===== src/rtl/fp_addsub_pkg.sv =====
`default_nettype none
// ============================================================================
// Module      : fp_addsub_pkg
// Description : Shared definitions for the fp_addsub floating-point adder.
//               Holds the guard/round/sticky width and helpers that derive
//               the fraction width and exponent bias from a format.
// Revision    : 1.0 - initial release
// ============================================================================
package fp_addsub_pkg;

    // Guard, round and sticky bits appended below the significand.
    localparam int GRS_W = 3;

    function automatic int calc_frac_w(input int data_w, input int exp_w);
        return data_w - exp_w - 1;
    endfunction

    function automatic int calc_bias(input int exp_w);
        return (1 << (exp_w - 1)) - 1;
    endfunction

endpackage
`default_nettype wire


===== src/rtl/fp_addsub_clz.sv =====
`default_nettype none
// ============================================================================
// Module      : fp_addsub_clz
// Description : Combinational leading-zero counter. An all-zero input
//               returns WIDTH.
// Ports       : i_data  [WIDTH-1:0]  value to scan (MSB first)
//               o_count [CNT_W-1:0]  number of leading zeros
// Revision    : 1.0 - initial release
// ============================================================================
module fp_addsub_clz #(
    parameter int WIDTH = 27,
    parameter int CNT_W = $clog2(WIDTH + 1)
) (
    input  logic [WIDTH-1:0] i_data,
    output logic [CNT_W-1:0] o_count
);

    // Scanning upward lets the highest set bit win.
    always_comb begin
        o_count = CNT_W'(WIDTH);
        for (int i = 0; i < WIDTH; i++) begin
            if (i_data[i]) begin
                o_count = CNT_W'(WIDTH - 1 - i);
            end
        end
    end

endmodule
`default_nettype wire


===== src/rtl/fp_addsub.sv =====
`default_nettype none
// ============================================================================
// Module      : fp_addsub
// Description : Pipelined IEEE-754 adder/subtractor, round-to-nearest-even,
//               subnormals flushed to zero, valid/ready flow control with a
//               global stall. Operands accepted at edge N give a result
//               after edge N+4.
//               Build option FP_SPECIAL_EN: decode Inf/NaN operands.
// Ports       : clk, rst                  clock, sync active-high reset
//               in_valid/in_ready         operand handshake
//               op_a, op_b, sub           operands, 1 = A-B
//               out_valid/out_ready       result handshake
//               res, overflow, underflow, invalid   result and flags
// Revision    : 1.0 - initial release
// ============================================================================
module fp_addsub
    import fp_addsub_pkg::*;
#(
    parameter int DATA_W = 32,
    parameter int EXP_W  = 8
) (
    input  logic              clk,
    input  logic              rst,
    input  logic              in_valid,
    output logic              in_ready,
    input  logic [DATA_W-1:0] op_a,
    input  logic [DATA_W-1:0] op_b,
    input  logic              sub,
    output logic              out_valid,
    input  logic              out_ready,
    output logic [DATA_W-1:0] res,
    output logic              overflow,
    output logic              underflow,
    output logic              invalid
);

    localparam int C_FRAC_W = calc_frac_w(DATA_W, EXP_W);
    localparam int C_SIG_W  = C_FRAC_W + 1;
    localparam int C_ALN_W  = C_SIG_W + GRS_W;
    localparam int C_SUM_W  = C_ALN_W + 1;
    localparam int C_LZC_W  = $clog2(C_ALN_W + 1);
    localparam int C_XW     = EXP_W + 2;   // signed working exponent
    localparam logic [EXP_W-1:0]        C_EXP_MAX = '1;
    localparam logic signed [C_XW-1:0]  C_EXP_OVF = C_XW'((1 << EXP_W) - 1);

    function automatic logic [DATA_W-1:0] f_inf(input logic s);
        f_inf = {s, C_EXP_MAX, {C_FRAC_W{1'b0}}};
    endfunction

    logic w_en;
    assign w_en     = ~out_valid | out_ready;
    assign in_ready = w_en;

    // ---------------- input capture ----------------
    logic              r0_valid, r0_sub;
    logic [DATA_W-1:0] r0_a, r0_b;

    // ---------------- S1: unpack / swap / align ----------------
    logic                w_sa, w_sb, w_za, w_zb, w_swap, w_sbig, w_zbig, w_zsml;
    logic [EXP_W-1:0]    w_ea, w_eb, w_ebig, w_esml, w_diff;
    logic [C_FRAC_W-1:0] w_fa, w_fb, w_fbig, w_fsml;
    logic [C_ALN_W-1:0]  w_sig_big, w_sig_sml, w_aln;
    logic                w_stk, w_zsgn, w_spc, w_inv;
    logic [DATA_W-1:0]   w_spc_res;

    always_comb begin
        w_sa   = r0_a[DATA_W-1];
        w_sb   = r0_b[DATA_W-1] ^ r0_sub;
        w_ea   = r0_a[DATA_W-2:C_FRAC_W];
        w_eb   = r0_b[DATA_W-2:C_FRAC_W];
        w_za   = (w_ea == '0);
        w_zb   = (w_eb == '0);
        // Subnormal fractions are dropped before the magnitude compare.
        w_fa   = w_za ? '0 : r0_a[C_FRAC_W-1:0];
        w_fb   = w_zb ? '0 : r0_b[C_FRAC_W-1:0];
        w_swap = {w_eb, w_fb} > {w_ea, w_fa};
        w_sbig = w_swap ? w_sb : w_sa;
        w_ebig = w_swap ? w_eb : w_ea;
        w_esml = w_swap ? w_ea : w_eb;
        w_fbig = w_swap ? w_fb : w_fa;
        w_fsml = w_swap ? w_fa : w_fb;
        w_zbig = w_swap ? w_zb : w_za;
        w_zsml = w_swap ? w_za : w_zb;
        w_sig_big = {~w_zbig, w_fbig, {GRS_W{1'b0}}};
        w_sig_sml = {~w_zsml, w_fsml, {GRS_W{1'b0}}};
        w_diff    = w_ebig - w_esml;
        if (32'(w_diff) >= 32'(C_ALN_W)) begin
            w_aln = '0;
            w_stk = |w_sig_sml;
        end else begin
            w_aln = w_sig_sml >> w_diff;
            w_stk = |(w_sig_sml & ~({C_ALN_W{1'b1}} << w_diff));
        end
        w_aln[0] = w_aln[0] | w_stk;
        // Only -0 + -0 (after the sub inversion) keeps a negative zero.
        w_zsgn = w_za & w_zb & w_sa & w_sb;
    end

`ifdef FP_SPECIAL_EN
    localparam logic [DATA_W-1:0] C_QNAN = {1'b0, C_EXP_MAX, 1'b1, {(C_FRAC_W-1){1'b0}}};
    logic w_na, w_nb, w_ia, w_ib;
    always_comb begin
        w_na = (w_ea == C_EXP_MAX) && (r0_a[C_FRAC_W-1:0] != '0);
        w_nb = (w_eb == C_EXP_MAX) && (r0_b[C_FRAC_W-1:0] != '0);
        w_ia = (w_ea == C_EXP_MAX) && (r0_a[C_FRAC_W-1:0] == '0);
        w_ib = (w_eb == C_EXP_MAX) && (r0_b[C_FRAC_W-1:0] == '0);
        w_spc = w_na | w_nb | w_ia | w_ib;
        w_inv = w_na | w_nb | (w_ia & w_ib & (w_sa != w_sb));
        if (w_inv)     w_spc_res = C_QNAN;
        else if (w_ia) w_spc_res = f_inf(w_sa);
        else           w_spc_res = f_inf(w_sb);
    end
`else
    assign w_spc     = 1'b0;
    assign w_inv     = 1'b0;
    assign w_spc_res = '0;
`endif

    logic               r1_valid, r1_sign, r1_esub, r1_zsgn, r1_spc, r1_inv;
    logic [EXP_W-1:0]   r1_exp;
    logic [C_ALN_W-1:0] r1_big, r1_sml;
    logic [DATA_W-1:0]  r1_spc_res;

    // ---------------- S2: add / subtract ----------------
    logic [C_SUM_W-1:0] w_sum;
    // The swap guarantees big >= small, so the difference never goes negative.
    assign w_sum = r1_esub ? ({1'b0, r1_big} - {1'b0, r1_sml})
                           : ({1'b0, r1_big} + {1'b0, r1_sml});

    logic               r2_valid, r2_sign, r2_zsgn, r2_spc, r2_inv;
    logic [EXP_W-1:0]   r2_exp;
    logic [C_SUM_W-1:0] r2_sum;
    logic [DATA_W-1:0]  r2_spc_res;

    // ---------------- S3: normalise ----------------
    logic [C_LZC_W-1:0]     w_lz;
    logic [C_ALN_W-1:0]     w_nsig;
    logic signed [C_XW-1:0] w_nexp;
    logic                   w_zero, w_uf;

    fp_addsub_clz #(
        .WIDTH (C_ALN_W),
        .CNT_W (C_LZC_W)
    ) u_clz (
        .i_data  (r2_sum[C_ALN_W-1:0]),
        .o_count (w_lz)
    );

    always_comb begin
        if (r2_sum[C_SUM_W-1]) begin
            w_nsig = {r2_sum[C_SUM_W-1:2], r2_sum[1] | r2_sum[0]};
            w_nexp = $signed({2'b00, r2_exp}) + C_XW'(1);
        end else begin
            w_nsig = r2_sum[C_ALN_W-1:0] << w_lz;
            w_nexp = $signed({2'b00, r2_exp}) - $signed({{(C_XW-C_LZC_W){1'b0}}, w_lz});
        end
        w_zero = ~r2_sum[C_SUM_W-1] && (32'(w_lz) == 32'(C_ALN_W));
        w_uf   = ~w_zero && (w_nexp <= 0);
    end

    logic                   r3_valid, r3_sign, r3_zero, r3_uf, r3_spc, r3_inv;
    logic signed [C_XW-1:0] r3_exp;
    logic [C_ALN_W-1:0]     r3_sig;
    logic [DATA_W-1:0]      r3_spc_res;

    // ---------------- S4: round / pack ----------------
    logic [C_SIG_W-1:0]     w_mant;
    logic [C_SIG_W:0]       w_mr;
    logic                   w_rup, w_rzero, w_ovf;
    logic signed [C_XW-1:0] w_rexp;
    logic [C_FRAC_W-1:0]    w_frac;
    logic [DATA_W-1:0]      w_res;
    logic                   w_res_ov, w_res_uf, w_res_inv;

    always_comb begin
        w_mant  = r3_sig[C_ALN_W-1:GRS_W];
        // Round up above half, or on an exact half when the LSB is odd.
        w_rup   = r3_sig[2] & (r3_sig[1] | r3_sig[0] | w_mant[0]);
        w_mr    = {1'b0, w_mant} + (C_SIG_W+1)'(w_rup);
        w_rexp  = r3_exp + $signed({{(C_XW-1){1'b0}}, w_mr[C_SIG_W]});
        w_frac  = w_mr[C_SIG_W] ? '0 : w_mr[C_FRAC_W-1:0];
        w_rzero = r3_zero | ~(w_mr[C_SIG_W] | w_mr[C_FRAC_W]);
        w_ovf   = ~w_rzero && (w_rexp >= C_EXP_OVF);
        w_res     = {r3_sign, w_rexp[EXP_W-1:0], w_frac};
        w_res_ov  = 1'b0;
        w_res_uf  = 1'b0;
        w_res_inv = 1'b0;
        if (r3_spc) begin
            w_res     = r3_spc_res;
            w_res_inv = r3_inv;
        end else if (w_rzero) begin
            w_res    = {r3_sign, {(DATA_W-1){1'b0}}};
            w_res_uf = r3_uf;
        end else if (w_ovf) begin
            w_res    = f_inf(r3_sign);
            w_res_ov = 1'b1;
        end
    end

    // ---------------- control: valids and output registers ----------------
    always_ff @(posedge clk) begin
        if (rst) begin
            r0_valid  <= 1'b0;
            r1_valid  <= 1'b0;
            r2_valid  <= 1'b0;
            r3_valid  <= 1'b0;
            out_valid <= 1'b0;
            res       <= '0;
            overflow  <= 1'b0;
            underflow <= 1'b0;
            invalid   <= 1'b0;
        end else if (w_en) begin
            r0_valid  <= in_valid;
            r1_valid  <= r0_valid;
            r2_valid  <= r1_valid;
            r3_valid  <= r2_valid;
            out_valid <= r3_valid;
            res       <= w_res;
            overflow  <= w_res_ov;
            underflow <= w_res_uf;
            invalid   <= w_res_inv;
        end
    end

    // ---------------- datapath stage registers ----------------
    always_ff @(posedge clk) begin
        if (w_en) begin
            r0_a       <= op_a;
            r0_b       <= op_b;
            r0_sub     <= sub;
            r1_sign    <= w_sbig;
            r1_exp     <= w_ebig;
            r1_big     <= w_sig_big;
            r1_sml     <= w_aln;
            r1_esub    <= w_sa ^ w_sb;
            r1_zsgn    <= w_zsgn;
            r1_spc     <= w_spc;
            r1_inv     <= w_inv;
            r1_spc_res <= w_spc_res;
            r2_sign    <= r1_sign;
            r2_exp     <= r1_exp;
            r2_sum     <= w_sum;
            r2_zsgn    <= r1_zsgn;
            r2_spc     <= r1_spc;
            r2_inv     <= r1_inv;
            r2_spc_res <= r1_spc_res;
            r3_sign    <= w_zero ? r2_zsgn : r2_sign;
            r3_exp     <= w_nexp;
            r3_sig     <= w_nsig;
            r3_zero    <= w_zero | w_uf;
            r3_uf      <= w_uf;
            r3_spc     <= r2_spc;
            r3_inv     <= r2_inv;
            r3_spc_res <= r2_spc_res;
        end
    end

endmodule
`default_nettype wire

===== config.mk =====
export PLATFORM = sky130hd
export DESIGN_NAME = fp_addsub
export DESIGN_NICKNAME = d
export VERILOG_FILES = /design/src/rtl/fp_addsub_pkg.sv /design/src/rtl/fp_addsub_clz.sv /design/src/rtl/fp_addsub.sv
export SDC_FILE = /design/constraint.sdc
export NUM_CORES = 1
export LEC_CHECK = 0
export BUFFER_PORTS_ARGS = -buffer_cell sky130_fd_sc_hd__buf_2
export CAP_MARGIN = 10
export CORE_ASPECT_RATIO = 1.75
export CORE_MARGIN = 3
export CORE_UTILIZATION = 48
export DETAILED_ROUTE_END_ITERATION = 6
export PLACE_DENSITY = 0.71
export SLEW_MARGIN = 10
export SYNTH_ARGS = -nofsm -noshare
export SYNTH_HDL_FRONTEND = slang
export SYNTH_SLANG_ARGS = --single-unit

===== constraint.sdc =====
create_clock -name clk -period 26.2 [get_ports clk]
set_input_delay 3.93 -clock clk [delete_from_list [all_inputs] [get_ports clk]]
set_output_delay 3.93 -clock clk [all_outputs]
set_load 0.01 [all_outputs]

Yosys cells after proc, flatten, opt, wreduce, memory -nomap -nowiden
Cells that the tools add are included.
- input bits: 69
- word-level logic and storage cells: 121
- bits in registers: 244
- $add $sub $neg: 7
- equal/unequal tests: 1
- shift-type cells: 3
- muxes and demuxes: 48
- magnitude comparators: 4
- bitwise gates (word level): 23
- reduce and logical (&&, ||, !) cells: 7
- operators with widths (kind ; number):
    2-to-1 mux 23 bit ; 5
    2-to-1 mux 5 bit ; 16
    2-to-1 mux 31 bit ; 2
    2-to-1 mux 4 bit ; 8
    > comparator 31 bit ; 1
    adder 27 x 27 -> 28 bit ; 1
    2-to-1 mux 28 bit ; 1
    subtractor 27 x 27 -> 28 bit ; 1
    AND 27 bit ; 1
    NOT 27 bit ; 1
    OR reduction 27 bit ; 1
    << shifter 27 x 5 -> 27 bit ; 1
    << shifter 27 x 8 -> 27 bit (first input constant) ; 1
    right shift 27 x 8 -> 27 bit ; 1
    2-to-1 mux 26 bit ; 1
    adder 24 x 1 -> 25 bit ; 1
    OR reduction 24 bit ; 1
    logical NOT 8 bit ; 2
    2-to-1 mux 8 bit ; 2
    adder 10 x 2 -> 10 bit ; 1
    greater-or-equal comparator 10 x 9 -> 1 bit (second input constant) ; 1
    less-or-equal comparator 10 x 1 -> 1 bit (second input constant) ; 1
    2-to-1 mux 1 bit ; 10
    2-to-1 mux 10 bit ; 1
    11 further kinds ; 31

Depth between registers and ports, before layout
- depth after elaboration: 32
- gate-level depth with buffers: 32
- mapped depth without buffers: 25

By module
Synthesis repeated with hierarchy kept, for this count alone.
- cell total of the unflattened synthesis: 1765
- area, all modules: 16652.2 sq um
- modules (own cells, without submodules) (module ; seq. area each (sq um) ; cells an instance ; times used ; area each (sq um)):
    fp_addsub ; 6936.7 ; 1714 ; 1 ; 16374.5
    fp_addsub_clz ; 0.0 ; 51 ; 1 ; 277.8

Worst setup path after synthesis
OpenSTA, ideal clock, no wires.
- path kind: input -> output
- start: in out_ready
- end: out in_ready
- path slack: 12235 ps
- arrival: 10035 ps
- stages on the path: 4
- buffers on the path: 2
- required time: 22270 ps
- path through: nor2b_1 clkbuf_1 inv_1 clkbuf_1
- cells in the longest elaborated chain, start to end: 1
- ends and longest elaborated chain (item ; line ; RTL):
    start: declaration ; fp_addsub.sv:30 ; input logic out_ready,
    OR 1 bit ; fp_addsub.sv:51 ; assign w_en = ~out_valid | out_ready;
    end: declaration ; fp_addsub.sv:25 ; output logic in_ready,
Every way passes these cells.

Final worst setup path
Same ends and word-level chain as after synthesis.

==> results_dict.tcl <==
set metrics [dict create \
    drt-total-wl_mm 43.44 \
    rr_endpoint "r1_sml[0]" \
    setup_viol 0 \
    skew_ns 0.01318 \
    rsz0062_at_grt "no" \
    min_path_cells 0 \
    syn_inst 1777 \
    synthAdderAreaFrac_pct 7.193 \
    die_area_mm2 0.03648 \
    io_pins 106 \
    cp_slowest_stage_delay_ns 0.71 \
    powerDensity_mw_per_mm2 86.79 \
    status "finished, final reports clean" \
    die_width_um 145.7 \
    required_ns 22.27 \
    placed_area_mm2 0.01727 \
    synth_cell_type_count 84 \
    viasPerCell 5.911 \
    path_cells "buf_2 -> nor2b_4 -> inv_8 -> buf_2" \
    synthXorXnorAreaFrac_pct 3.635 \
    slew_viol_final 0 \
    antenna_found_initial 0 \
    clock_path_buffers 3 \
    max_freq_mhz 105.6 \
    cp_top_family "buffers and inverters" \
    synth_top_family_by_area "compound AO/OA/AOI/OAI gates" \
    ant_nets 0 \
    end_kind "output pin" \
    period_share_pct 36.16 \
    worstPathMaxFanout 89 \
    fin_nets 1988 \
    drtPass1Iterations 5 \
    wl_per_cell_um 18.94 \
    initial_core_util_pct 49.11 \
    cts.sinks 244 \
    yosysSeqAreaShare_pct 42.33 \
    min_period_ns 9.473 \
    synth-compound-area-share_pct 19.25 \
    grt_pass1_wl_mm 68.02 \
    cts_tree "yes" \
    synth_nets 1939 \
    final_common_cell "nand2_1" \
    cp_num_buf_inv 3 \
    ys_async_sr_fraction_pct 0 \
    route.detailed.drc 0 \
    clkLatencyLatePin_ns 0.55 \
    io_buffers 104 \
    cts-root-buf "clkbuf_16" \
    path_clk_slew_ns 0.06 \
    dp_hpwl_mm 33.42 \
    ys_warn_count 0 \
    tns_ns 0 \
    core_area_mm2 0.03336 \
    slowest_stage "nor2b_4" \
    grt_pass1_vias 13470 \
    worst-endpoint-arrival_ns 5.54 \
    cts_made_buffers 25 \
    die_y_um 250.4 \
    post-cts-setup-buffers 0 \
    fillCellCount 3030 \
    reg2reg_slack_ns 18.36 \
    ys_ff_latch 244 \
    syn-cell-area_mm2 0.01639 \
    grt_max_degree 134 \
    worst_setup_path_start_kind "input port" \
    r2r_start "r0_b[24]" \
    tightest_slew_ns 1.200 \
    grt.overflow.total 0 \
    hold-worst-slack_ns 0.4182 \
    synthFlopType "edfxtp_1" \
    vdd_drop_max_v 0.00005974 \
    area_growth_pct 10.19 \
    drv_cap 0 \
    std_cell_rows 88 \
    via_count 13560 \
    path_class "input port to output pin" \
    cts_resized 0 \
    slew_headroom_pct 19.98 \
    syn_area_per_cell_um2 9.221 \
    synth_mux_area_share_pct 6.155 \
    synthSimpleGateAreaFrac_pct 16.79 \
    holdPathEnd "r2_exp[7]" \
    antenna_cells 0 \
    post-route-util_pct 54.12 \
    synth_edf_count 205 \
    grtUsageTotal_pct 22.92 \
    hold_class "flip-flop to flip-flop" \
    worstHoldStart "r1_exp[7]" \
    cp_common_cell "buf_2" \
    drive_above_1_share_pct 11.66 \
    fin_cells 2294 \
    final_cell_area_mm2 0.01805 \
    holdBufCountCts 0 \
    r2r_cells 24 \
    drtIter0Drc 898 \
    final_cell_mix "207 x nand2_1, 205 x edfxtp_1, 154 x nor2_1" \
    hold_violations 0 \
    place_inst 2249 \
    p_leak_uw 0.007354 \
    gp_congestion 0.9743 \
    htree_levels 1 \
]
-- stage by stage --
stage | setup WS, ns | total power [uW]
2_1_floorplan | 12.23 | 1034
3_3_place_gp | 16.77 | 1209
3_5_place_dp | 16.72 | 1219
4_1_cts | 16.72 | 1566
5_1_grt | 16.64 | 1659
6_report | 16.73 | 1567
-- cell families after synthesis --
family,after synthesis
AND/OR/NAND/NOR,591
AO/OA/AOI/OAI,496
flip-flops,244
buffers and inverters,195
adder cells (fa/ha/maj),93
multiplexers,89
XOR/XNOR,68
other,1
-- final cells by class --
cell class                      instances  area (um^2)  area share, %
Inverter                               94        360.3          1.996
Clock inverter                         12        81.33         0.4505
Multi-Input combinational cell       1338         8730          48.35
Sequential cell                       244         6937          38.42
Clock buffer                           33        708.2          3.922
Timing Repair Buffer                  123        675.6          3.742
Tap cell                              450        563.0          3.119
-- sequential cells by signal, indices dropped and copies added (netlist names), 8 cells and up --
| signal | flops |
|---|---|
| r0_a | 32 |
| r0_b | 32 |
| r1_big | 24 |
| r3_exp | 10 |
| res | 32 |
| r1_sml | 27 |
| r2_sum | 28 |
| r3_sig | 27 |
| r2_exp | 8 |
| r1_exp | 8 |
-- metal layers --
| metal | vias to the layer above | track usage, % | share of wire (%) |
|---|---|---|---|
| met1 | 6379 | 21.31 | 34 |
| met4 | 0 | 16.30 | 7.4 |
| met3 | 156 | 2.027 | 3.2 |
| met5 | - | 0 | 0 |
| li1 | 6612 | - | - |
| met2 | 412 | 45.64 | 55 |
-- where the power goes --
group          switching [uW]  leakage [uW]  total, uW  internal [uW]
clock                     150      0.000388        342            192
sequential               90.3       0.00255        614            523
combinational             368       0.00442        611            243
total                     608       0.00735       1570            959
-- synth_stat cells, types with 23 or more instances --
cell type  number  area, um^2
nor3_1         44       220.2
mux2i_1        61       610.6
clkbuf_1       84       315.3
nand3_1        45       225.2
ha_1           91        1139
inv_1          90       337.8
a31oi_1        24       150.1
nand2_1       207       777.0
o211ai_1       29       217.7
a22oi_1        29       217.7
and2_1         23       143.9
o21ai_0       133       665.6
a21oi_1       125       625.6
nor2_1        155       581.8
edfxtp_1      205        6156
xnor2_1        47       411.6
dfxtp_1        39       780.8
-- worst max path at each step --
| stage | startpoint | endpoint | slack [ns] | cells after the start |
|---|---|---|---|---|
| 3_5_place_dp | out_ready | in_ready | 16.72 | 4 |
| 2_1_floorplan | out_ready | in_ready | 12.23 | 4 |
| 5_1_grt | out_ready | in_ready | 16.64 | 4 |
| 3_3_place_gp | out_ready | in_ready | 16.77 | 4 |
| 4_1_cts | out_ready | in_ready | 16.72 | 4 |
| 6_report | out_ready | in_ready | 16.73 | 4 |
Power figures use the tool's default switching activity.
